### config.mk
export PLATFORM = sky130hd
export DESIGN_NAME = muldiv_seq_flat
export DESIGN_NICKNAME = d
export VERILOG_FILES = /design/src/rtl/muldiv_seq_pkg.sv /design/src/rtl/muldiv_seq_if.sv /design/src/rtl/muldiv_seq_step.sv /design/src/rtl/muldiv_seq.sv /design/src/flat_wrapper.sv
export SDC_FILE = /design/constraint.sdc
export NUM_CORES = 1
export LEC_CHECK = 0
export ABC_AREA = 1
export ABC_CLOCK_PERIOD_IN_PS = 7500
export BUFFER_PORTS_ARGS = -buffer_cell sky130_fd_sc_hd__buf_4
export CORE_MARGIN = 2
export CORE_UTILIZATION = 27
export CTS_BUF_LIST = sky130_fd_sc_hd__clkbuf_4 sky130_fd_sc_hd__clkbuf_8 sky130_fd_sc_hd__clkbuf_16
export DETAILED_ROUTE_END_ITERATION = 10
export PLACE_DENSITY = 0.54
export REMOVE_ABC_BUFFERS = 1
export SYNTH_ARGS = -nofsm -noshare
export SYNTH_HDL_FRONTEND = slang
export SYNTH_SLANG_ARGS = --single-unit
### constraint.sdc
create_clock -name clk -period 7.5 [get_ports clk]
set_input_delay 0.375 -clock clk [delete_from_list [all_inputs] [get_ports clk]]
set_output_delay 0.375 -clock clk [all_outputs]
set_load 0.02 [all_outputs]
### src/rtl/muldiv_seq_pkg.sv
// muldiv_seq_pkg: shared definitions for the sequential multiply/divide unit.
// Holds the register width, the op encodings carried on the op bus, the
// FSM state encodings and small helpers that decode an op into its class.
package muldiv_seq_pkg;

  localparam int REG_WIDTH = 32;

  // op encodings as presented on the op input
  typedef enum logic [1:0] {
    MD_MULTU = 2'b00,
    MD_MULT  = 2'b01,
    MD_DIVU  = 2'b10,
    MD_DIV   = 2'b11
  } md_op_e;

  typedef enum logic [1:0] {
    MD_IDLE = 2'b00,
    MD_RUN  = 2'b01,
    MD_SIGN = 2'b10,
    MD_DONE = 2'b11
  } md_state_e;

  // Bit 1 of the op selects divide, bit 0 selects signed operands.
  function automatic logic op_is_div(input logic [1:0] op);
    return op[1];
  endfunction

  function automatic logic op_is_signed(input logic [1:0] op);
    return op[0];
  endfunction

endpackage

### src/rtl/muldiv_seq_if.sv
// muldiv_seq_if: request/result bundle between the pipeline and muldiv_seq.
//   start, op, op_a, op_b : launch an operation (sampled only when idle)
//   wr_hi, wr_lo, wr_data : direct HI/LO writes (MTHI/MTLO)
//   busy, done            : in-flight status and one-cycle completion pulse
//   hi, lo, div_by_zero   : architectural HI/LO and last-divide-by-zero flag
// master = pipeline side, slave = the multiply/divide unit.
interface muldiv_seq_if #(
  parameter int WIDTH = muldiv_seq_pkg::REG_WIDTH
) ();

  logic             start;
  logic [1:0]       op;
  logic [WIDTH-1:0] op_a;
  logic [WIDTH-1:0] op_b;
  logic             wr_hi;
  logic             wr_lo;
  logic [WIDTH-1:0] wr_data;
  logic             busy;
  logic             done;
  logic [WIDTH-1:0] hi;
  logic [WIDTH-1:0] lo;
  logic             div_by_zero;

  modport master (
    output start, op, op_a, op_b, wr_hi, wr_lo, wr_data,
    input  busy, done, hi, lo, div_by_zero
  );

  modport slave (
    input  start, op, op_a, op_b, wr_hi, wr_lo, wr_data,
    output busy, done, hi, lo, div_by_zero
  );

endinterface

### src/rtl/muldiv_seq_step.sv
// muldiv_step: one combinational iteration of the multiply/divide datapath.
//   acc      in  2*WIDTH : running accumulator
//   operand  in  WIDTH   : multiplicand (multiply) or divisor (divide)
//   is_div   in  1       : 1 = restoring-divide step, 0 = shift-add step
//   acc_next out 2*WIDTH : accumulator after this iteration
// Multiply layout: {partial product high, remaining multiplier bits}; the
// low bit decides the add, then everything shifts right one place.
// Divide layout: {partial remainder, remaining dividend bits}; shift left,
// trial-subtract the divisor, and shift the quotient bit in at the bottom.
module muldiv_step #(
  parameter int WIDTH = muldiv_seq_pkg::REG_WIDTH
) (
  input  logic [2*WIDTH-1:0] acc,
  input  logic [WIDTH-1:0]   operand,
  input  logic               is_div,
  output logic [2*WIDTH-1:0] acc_next
);

  logic [WIDTH:0]   sum_s;
  logic [WIDTH:0]   rem_sh_s;
  logic [WIDTH-1:0] diff_s;

  // Single iteration: conditional add+shift or trial subtract+shift.
  always_comb begin
    sum_s    = {1'b0, acc[2*WIDTH-1:WIDTH]} + {1'b0, operand};
    // Remainder shifted left with the next dividend bit brought in.
    rem_sh_s = acc[2*WIDTH-1:WIDTH-1];
    // Only evaluated when rem_sh_s >= operand, so the result fits WIDTH bits.
    diff_s   = rem_sh_s[WIDTH-1:0] - operand;
    acc_next = acc;
    if (is_div) begin
      if (rem_sh_s >= {1'b0, operand}) begin
        acc_next = {diff_s, acc[WIDTH-2:0], 1'b1};
      end else begin
        acc_next = {rem_sh_s[WIDTH-1:0], acc[WIDTH-2:0], 1'b0};
      end
    end else begin
      if (acc[0]) begin
        acc_next = {sum_s, acc[WIDTH-1:1]};
      end else begin
        acc_next = {1'b0, acc[2*WIDTH-1:WIDTH], acc[WIDTH-1:1]};
      end
    end
  end

endmodule

### src/rtl/muldiv_seq.sv
// muldiv_seq: iterative MULT/MULTU/DIV/DIVU unit owning the HI/LO registers.
//   clk, rst : rising-edge clock, asynchronous active-high reset
//   bus      : muldiv_seq_if slave port (request, MTHI/MTLO, status, HI/LO)
// One datapath bit per clock: IDLE -> RUN (WIDTH cycles) -> SIGN -> DONE.
// Signed ops run on magnitudes; signs are reapplied in SIGN.
module muldiv_seq
  import muldiv_seq_pkg::*;
#(
  parameter int WIDTH = REG_WIDTH
) (
  input  logic          clk,
  input  logic          rst,
  muldiv_seq_if.slave   bus
);

  localparam int CW = $clog2(WIDTH) + 1;
  localparam logic [CW-1:0] CNT_LAST = CW'(WIDTH - 1);
  localparam logic [CW-1:0] CNT_ONE  = CW'(1);

  md_state_e          state_r;
  logic [CW-1:0]      cnt_r;
  logic [2*WIDTH-1:0] acc_r;
  logic [WIDTH-1:0]   operand_r;
  logic [WIDTH-1:0]   orig_a_r;
  logic               is_div_r;
  logic               sign_a_r;
  logic               sign_b_r;
  logic               dz_r;
  logic               busy_r;
  logic               done_r;
  logic               dbz_r;
  logic [WIDTH-1:0]   hi_r;
  logic [WIDTH-1:0]   lo_r;

  logic               start_div_s;
  logic               a_neg_s;
  logic               b_neg_s;
  logic [WIDTH-1:0]   abs_a_s;
  logic [WIDTH-1:0]   abs_b_s;
  logic [2*WIDTH-1:0] step_s;
  logic [2*WIDTH-1:0] prod_s;
  logic [WIDTH-1:0]   hi_res_s;
  logic [WIDTH-1:0]   lo_res_s;

  muldiv_step #(.WIDTH(WIDTH)) u_step (
    .acc      (acc_r),
    .operand  (operand_r),
    .is_div   (is_div_r),
    .acc_next (step_s)
  );

  // Operand decode at launch: magnitudes only for the signed ops.
  always_comb begin
    start_div_s = op_is_div(bus.op);
    a_neg_s     = op_is_signed(bus.op) & bus.op_a[WIDTH-1];
    b_neg_s     = op_is_signed(bus.op) & bus.op_b[WIDTH-1];
    abs_a_s     = a_neg_s ? (-bus.op_a) : bus.op_a;
    abs_b_s     = b_neg_s ? (-bus.op_b) : bus.op_b;
  end

  // Sign fixup of the finished accumulator into HI/LO values.
  always_comb begin
    prod_s   = (sign_a_r ^ sign_b_r) ? (-acc_r) : acc_r;
    hi_res_s = prod_s[2*WIDTH-1:WIDTH];
    lo_res_s = prod_s[WIDTH-1:0];
    if (is_div_r) begin
      if (dz_r) begin
        // Divide by zero bypasses the sign fixup entirely.
        hi_res_s = orig_a_r;
        lo_res_s = {WIDTH{1'b1}};
      end else begin
        // Most-negative / -1 falls out naturally: 0x80..0 negates to itself.
        lo_res_s = (sign_a_r ^ sign_b_r) ? (-acc_r[WIDTH-1:0]) : acc_r[WIDTH-1:0];
        hi_res_s = sign_a_r ? (-acc_r[2*WIDTH-1:WIDTH]) : acc_r[2*WIDTH-1:WIDTH];
      end
    end else begin
      hi_res_s = prod_s[2*WIDTH-1:WIDTH];
      lo_res_s = prod_s[WIDTH-1:0];
    end
  end

  // Control FSM, iteration counter, accumulator and HI/LO registers.
  always_ff @(posedge clk or posedge rst) begin
    if (rst) begin
      state_r   <= MD_IDLE;
      cnt_r     <= {CW{1'b0}};
      acc_r     <= {(2*WIDTH){1'b0}};
      operand_r <= {WIDTH{1'b0}};
      orig_a_r  <= {WIDTH{1'b0}};
      is_div_r  <= 1'b0;
      sign_a_r  <= 1'b0;
      sign_b_r  <= 1'b0;
      dz_r      <= 1'b0;
      busy_r    <= 1'b0;
      done_r    <= 1'b0;
      dbz_r     <= 1'b0;
      hi_r      <= {WIDTH{1'b0}};
      lo_r      <= {WIDTH{1'b0}};
    end else begin
      done_r <= 1'b0;
      case (state_r)
        MD_IDLE: begin
          if (bus.wr_hi) hi_r <= bus.wr_data;
          if (bus.wr_lo) lo_r <= bus.wr_data;
          if (bus.start) begin
            is_div_r  <= start_div_s;
            sign_a_r  <= a_neg_s;
            sign_b_r  <= b_neg_s;
            dz_r      <= start_div_s & (bus.op_b == {WIDTH{1'b0}});
            orig_a_r  <= bus.op_a;
            operand_r <= start_div_s ? abs_b_s : abs_a_s;
            acc_r     <= start_div_s ? {{WIDTH{1'b0}}, abs_a_s}
                                     : {{WIDTH{1'b0}}, abs_b_s};
            cnt_r     <= {CW{1'b0}};
            dbz_r     <= 1'b0;
            busy_r    <= 1'b1;
            state_r   <= MD_RUN;
          end
        end
        MD_RUN: begin
          acc_r <= step_s;
          cnt_r <= cnt_r + CNT_ONE;
          if (cnt_r == CNT_LAST) state_r <= MD_SIGN;
        end
        MD_SIGN: begin
          hi_r    <= hi_res_s;
          lo_r    <= lo_res_s;
          dbz_r   <= is_div_r & dz_r;
          busy_r  <= 1'b0;
          done_r  <= 1'b1;
          state_r <= MD_DONE;
        end
        MD_DONE: begin
          state_r <= MD_IDLE;
        end
        default: begin
          state_r <= MD_IDLE;
        end
      endcase
    end
  end

  assign bus.busy        = busy_r;
  assign bus.done        = done_r;
  assign bus.hi          = hi_r;
  assign bus.lo          = lo_r;
  assign bus.div_by_zero = dbz_r;

endmodule

### src/flat_wrapper.sv
// flat-port wrapper written by rule: the top's interface ports become plain ports
module muldiv_seq_flat import muldiv_seq_pkg::*;
#(
  parameter int WIDTH = REG_WIDTH
)
  (clk, rst, bus_start, bus_op, bus_op_a, bus_op_b, bus_wr_hi, bus_wr_lo, bus_wr_data, bus_busy, bus_done, bus_hi, bus_lo, bus_div_by_zero);
  muldiv_seq_if #(.WIDTH(WIDTH)) bus_i ();
  input  logic clk;
  input  logic rst;
  input wire logic [$bits(bus_i.start)-1:0] bus_start;
  input wire logic [$bits(bus_i.op)-1:0] bus_op;
  input wire logic [$bits(bus_i.op_a)-1:0] bus_op_a;
  input wire logic [$bits(bus_i.op_b)-1:0] bus_op_b;
  input wire logic [$bits(bus_i.wr_hi)-1:0] bus_wr_hi;
  input wire logic [$bits(bus_i.wr_lo)-1:0] bus_wr_lo;
  input wire logic [$bits(bus_i.wr_data)-1:0] bus_wr_data;
  output wire logic [$bits(bus_i.busy)-1:0] bus_busy;
  output wire logic [$bits(bus_i.done)-1:0] bus_done;
  output wire logic [$bits(bus_i.hi)-1:0] bus_hi;
  output wire logic [$bits(bus_i.lo)-1:0] bus_lo;
  output wire logic [$bits(bus_i.div_by_zero)-1:0] bus_div_by_zero;
  assign bus_i.start = bus_start;
  assign bus_i.op = bus_op;
  assign bus_i.op_a = bus_op_a;
  assign bus_i.op_b = bus_op_b;
  assign bus_i.wr_hi = bus_wr_hi;
  assign bus_i.wr_lo = bus_wr_lo;
  assign bus_i.wr_data = bus_wr_data;
  assign bus_busy = bus_i.busy;
  assign bus_done = bus_i.done;
  assign bus_hi = bus_i.hi;
  assign bus_lo = bus_i.lo;
  assign bus_div_by_zero = bus_i.div_by_zero;
  muldiv_seq #(.WIDTH(WIDTH)) u_core (.clk(clk), .rst(rst), .bus(bus_i));
endmodule
* Word level (Yosys, flattened, before mapping)
Cells that the tools add are included.
Word-level totals: word-level logic and storage cells 76, register bits 207, output and inout bits 67
Cells by class: multiplexer cells 30, bitwise operators 5, $add $sub $neg 8, order comparisons 1, reductions and logical operators 10, eq/ne operators 8
Operators by type and width (count):
- $mux 32 | 12
- $mux 64 | 5
- $neg 32->32 | 4
- $pmux 32 s2 | 2
- $pmux 64 s2 | 1
- $neg 64->64 | 1
- $add 32x32->33 | 1
- $ge 33x32->1 | 1
- $logic_not 32->1 | 1
- $sub 32x32->32 | 1
- $pmux 6 s2 | 1
- $reduce_and 2->1 | 6
- $pmux 2 s4 | 1
- $add 6x1->6 const B | 1
- $eq 6x5->1 const B | 1
- $mux 6 | 1
- $ne 2x2->1 const B | 3
- $and 1x1->1 | 4
- $eq 2x2->1 const B | 2
- $mux 2 | 2
- $pmux 1 s2 | 2
- $reduce_bool 2->1 | 2
- $mux 1 | 3
- $eq 2x1->1 const B | 1
- 3 further kinds | 3

* Longest topological paths before layout
depth after elaboration 5, mapped depth 18

* By module
Synthesis repeated with hierarchy kept, for this count alone.
Second synthesis, totals: cells, all modules 3579, area, all modules 20649.8 µm²
By module, submodules not included:
- muldiv_seq | area each 14254.9 µm², instances 1, cells each 2209, sequential area each 5180.0 µm²
- muldiv_step | area each 6394.9 µm², instances 1, cells each 1370, sequential area each 0.0 µm²

* Worst setup path before layout
Ideal clock, no wire load.
path type register -> register, start reg u_core.acc_r[50], end reg u_core.acc_r[55], path buffers 2, required time 7383 ps, arrival 2009 ps, setup slack 5375 ps, library setup time 117 ps, cell stages (with the launch flop) 16, cell sequence dfrtp_1 -> ha_1 -> nand2_1 -> inv_2 -> nand2_1 -> nand2_1 -> a21oi_2 -> nor2_2 -> nor2_8 -> nand2_8 -> buf_8 -> buf_6 -> nand3_1 -> nand3_1 -> nand2_1 -> nand2_1
On the way: cells in the longest elaborated chain, start to end 4, elaborated cells on any way between the ends 7, classes of those cells add/sub: 2; order compare: 1; mux: 4
Ends and longest elaborated chain:
- start, declared | line muldiv_seq.sv:22 | logic [2*WIDTH-1:0] acc_r;
- start signal, assigned | line muldiv_seq.sv:87 | acc_r <= {(2*WIDTH){1'b0}};
- start signal, assigned | line muldiv_seq.sv:112 | acc_r <= start_div_s ? {{WIDTH{1'b0}}, abs_a_s}
- start signal, assigned | line muldiv_seq.sv:121 | acc_r <= step_s;
- $add 32x32->33, or another cell as far along | line muldiv_seq_step.sv:25 | sum_s = {1'b0, acc[2*WIDTH-1:WIDTH]} + {1'b0, operand};
- $mux 64, on equally long branches | line muldiv_seq_step.sv:38, muldiv_seq_step.sv:32
- $mux 64 (*) | line muldiv_seq_step.sv:31 | if (is_div) begin
- $pmux 64 s2 (*) | line muldiv_seq.sv:101 | case (state_r)
Mark *: on every way between the ends. The rest lies on a longest branch, timed or not. A chain may end at the register's enable or synchronous reset.

* Worst setup path after layout
start reg u_core.acc_r[59], end reg u_core.acc_r[45]
On the way: cells in the longest elaborated chain, start to end 4
Ends and longest elaborated chain:
- $ge 33x32->1 | line muldiv_seq_step.sv:32 | if (rem_sh_s >= {1'b0, operand}) begin
- $mux 64 | line muldiv_seq_step.sv:32
- $mux 64 | line muldiv_seq_step.sv:31
- $pmux 64 s2 | line muldiv_seq.sv:101
Every way passes these cells.

==> run summary <==
Total CTS buffers: 26
Min-Delay Endpoint: u_core.orig_a_r[31]
Final setup TNS: 0 ns
WP data required: 7.96 ns
Vias in the first global route: 21900
Path type of the worst min-delay path: primary input to flop
HPWL Detailed: 78800 um
Tot GR Track Use: 0.247
IO buf count: 169
Final min period: 3.39 ns
CTS Root Buffer Type: clkbuf_16
Hold Crit Start: bus_op_a[31]
Post-synth EDFFs: 0
Max Fclk: 0.295 GHz
Met3 WL: 8620 um
Final Setup Violations: 0
Crit-path slowest cell: nor2_2
Arrival time of the worst setup path: 3.85 ns
Post-Syn Area: 20300 um2
Synth Register Bits: 207
# resized after CTS: 0
Die ar.: 77600 um2
Sequential share of the synthesized area: 0.255
Global placement routability congestion: 1.03
Mapped Cells: 3504
Layout cells sized above 1: 0.0848
Final Power: 12.4 mW
Largest net degree at the start of global routing: 93
Drt first pass iters: 6
Top FF cell, synth: dfrtp_1
WL met1: 43800 um
Via-per-instance ratio: 5.18
Top Ports: 170
Congestion Overflow GR: 0
CP endpoint kind: flop
Clock slew at reported path FFs: 0.06 ns
Die height: 278 um
RSZ-0062 raised after global routing: false
H-Tree Depth: 1
Highest routing layer actually used: met5
Status: finished, final reports clean
Pin slew with the least headroom to its limit: 1.14 ns
Worst-skew pair later-pin latency: 0.58 ns
Leakage: 11.7 nW
Slew Viols, Final: 0
Area growth, synth to finish: 15.0%
Max-cap violations: 0
Crit share post-route: 0.452
Critical path class: flop to flop
Worst r2r dst: u_core.acc_r[45]
Maximum VDD drop: 0.000195 V
Crit-path max FO: 21
CP Cell Sequence: ha_1, a21oi_1, o21ai_1, a21oi_1, nand2_2, nor2_8, nand2_8, nor2_2, nand2_1, nand3_1, nand2_1
FF-to-FF setup slack: 4.11 ns
Wire per inst: 21.5 um
CTS Buffer Depth: 3
Hold Fails Final Rpt: 0
Power per cell area: 529 nW/um2
First-pass GRT wire length: 144000 um
Clk sinks: 207
# DRC: 0
Nets: 3769
Num rows: 100
Reg2reg path depth: 11
DRT antenna net count: 0
Synth cell types: 49
Core ar.: 74600 um2
Slew margin rel.: 0.242
Syn. warnings: 0
CP max stage delay: 0.80 ns
Worst Clk Skew: 0.0220 ns
Starting DRT DRC Count: 2822
Die Wd: 278 um
DR WL met2: 41800 um
Reg2reg start: u_core.acc_r[59]
Post-synth ARST share: 1.00
TritonCTS clock tree: yes
Startpoint Class: flop
Initial antenna violation count: 2
Worst Hold Depth: 3
Syn avg cell area: 5.81 um2
DR vias: 23700
Initial Utilization: 0.273
Total Wirelength: 98600 um
-- where the power goes --
group / leakage, nW / total [mW] / switching, mW / internal, mW
combinational: 8.79 / 8.58 / 6.02 / 2.56
sequential: 2.48 / 2.42 / 0.767 / 1.65
clock: 0.447 / 1.38 / 0.556 / 0.822
-- routing by layer --
| metal | up-vias | global-route usage |
|---|---|---|
| li1 | 11400 | - |
| met1 | 11000 | 0.352 |
| met2 | 1105 | 0.374 |
| met3 | 151 | 0.0357 |
| met4 | 4 | 0.0957 |
| met5 | - | 0 |
-- placed cells by master (no fill, tap or decap), types with 3 or more instances in the layout --
master / netlist / final
nor4_1: 3 / 3
a21oi_1: 328 / 328
nor2_1: 435 / 435
nand2_2: 7 / 8
clkbuf_4: 0 / 3
a22oi_1: 11 / 11
clkinv_4: 0 / 3
inv_1: 412 / 409
nand3_1: 320 / 320
or2_2: 6 / 6
xnor2_1: 14 / 14
o221ai_1: 10 / 10
o31ai_1: 3 / 3
nand3b_1: 13 / 13
ha_1: 72 / 71
clkbuf_8: 0 / 4
o21bai_1: 9 / 9
clkinv_1: 4 / 4
o21ai_1: 15 / 15
o21ai_2: 3 / 3
nand2_1: 1107 / 1106
nand4_1: 39 / 39
dfrtp_1: 207 / 206
nor2_2: 12 / 12
o211ai_1: 33 / 33
xor2_1: 54 / 54
buf_4: 0 / 197
bufinv_16: 0 / 4
o21ai_0: 180 / 180
o22ai_1: 4 / 4
nor3_1: 21 / 21
inv_2: 19 / 21
clkbuf_16: 0 / 26
-- logic make-up (layout without fill, tap and decap cells) --
kind of cell,after synthesis,in the layout,synth area share
AND/OR/NAND/NOR,1976,1976,0.401
other,0,1,0
AO/OA/AOI/OAI,605,605,0.160
flip-flops,207,207,0.255
adder cells (fa/ha/maj),74,74,0.0463
buffers and inverters,573,677,0.108
XOR/XNOR,69,69,0.0301
-- layout make-up --
| class | instances | area, um2 |
|---|---|---|
| fillers | 8521 | 51200 |
| well taps | 969 | 1210 |
| flip-flops and latches | 207 | 5180 |
| multi-input cells | 2724 | 13000 |
| clock inverters | 11 | 180 |
| diodes | 1 | 2.50 |
| clock buffers | 33 | 728 |
| repair buffers | 198 | 1490 |
| inverters | 435 | 1640 |
-- how the worst max path moves through the flow --
stage | from | to | depth (start not counted)
global route | u_core.is_div_r | u_core.bus.lo[10] | 9
floorplan | rst | u_core.acc_r[0] | 1
detailed placement | bus_op[0] | u_core.acc_r[16] | 8
global placement | bus_op[0] | u_core.acc_r[16] | 8
CTS | u_core.is_div_r | u_core.bus.lo[10] | 9
finish | u_core.acc_r[59] | u_core.acc_r[45] | 11
-- flip-flops by register name, summed over array words and instances, names as in the netlist --
name                    cells
u_core.bus.div_by_zero      1
u_core.bus.busy             1
u_core.sign_a_r             1
u_core.bus.hi              32
u_core.dz_r                 1
u_core.orig_a_r            32
u_core.state_r              2
u_core.operand_r           32
u_core.sign_b_r             1
u_core.is_div_r             1
u_core.acc_r               64
u_core.bus.lo              32
u_core.cnt_r                6
u_core.bus.done             1
-- repair_timing --
item	in CTS	in global routing
setup endpoints to repair	0	0
hold buffers	1	0
setup buffers	0	0
endpoints found under the hold margin	87	0
-- synthesized netlist by cell type, types with 21 or more instances --
library cell / number / share of area
nand2_1: 1107 / 0.20
nor2_1: 435 / 0.080
inv_1: 412 / 0.076
a21oi_1: 328 / 0.081
nand3_1: 320 / 0.079
dfrtp_1: 207 / 0.25
o21ai_0: 180 / 0.044
clkbuf_1: 96 / 0.018
ha_1: 72 / 0.044
xor2_1: 54 / 0.023
nand4_1: 39 / 0.012
o211ai_1: 33 / 0.012
nor3_1: 21 / 0.0052
-- critical path: cells and delay by family, from the launching register on --
| kind | cells | cell delay (ns) |
|---|---|---|
| adder cells (fa/ha/maj) | 1 | 0.40 |
| AO/OA/AOI/OAI | 3 | 0.53 |
| flip-flops | 1 | 0.74 |
| AND/OR/NAND/NOR | 7 | 1.57 |
-- stage by stage --
step,utilization,setup WS (ns),instance area [um2],hold slack (ns),std cells
finish,0.314,4.11,23400,0.0948,4578
global route,0.314,3.91,23400,0.0983,4577
CTS,0.314,4.21,23400,0.0856,4577
detailed placement,0.301,4.19,22500,0.469,4532
global placement,0.301,4.22,22500,0.468,4532
floorplan,-,1.47,19800,0.448,3366
Power figures use the tool's default switching activity.
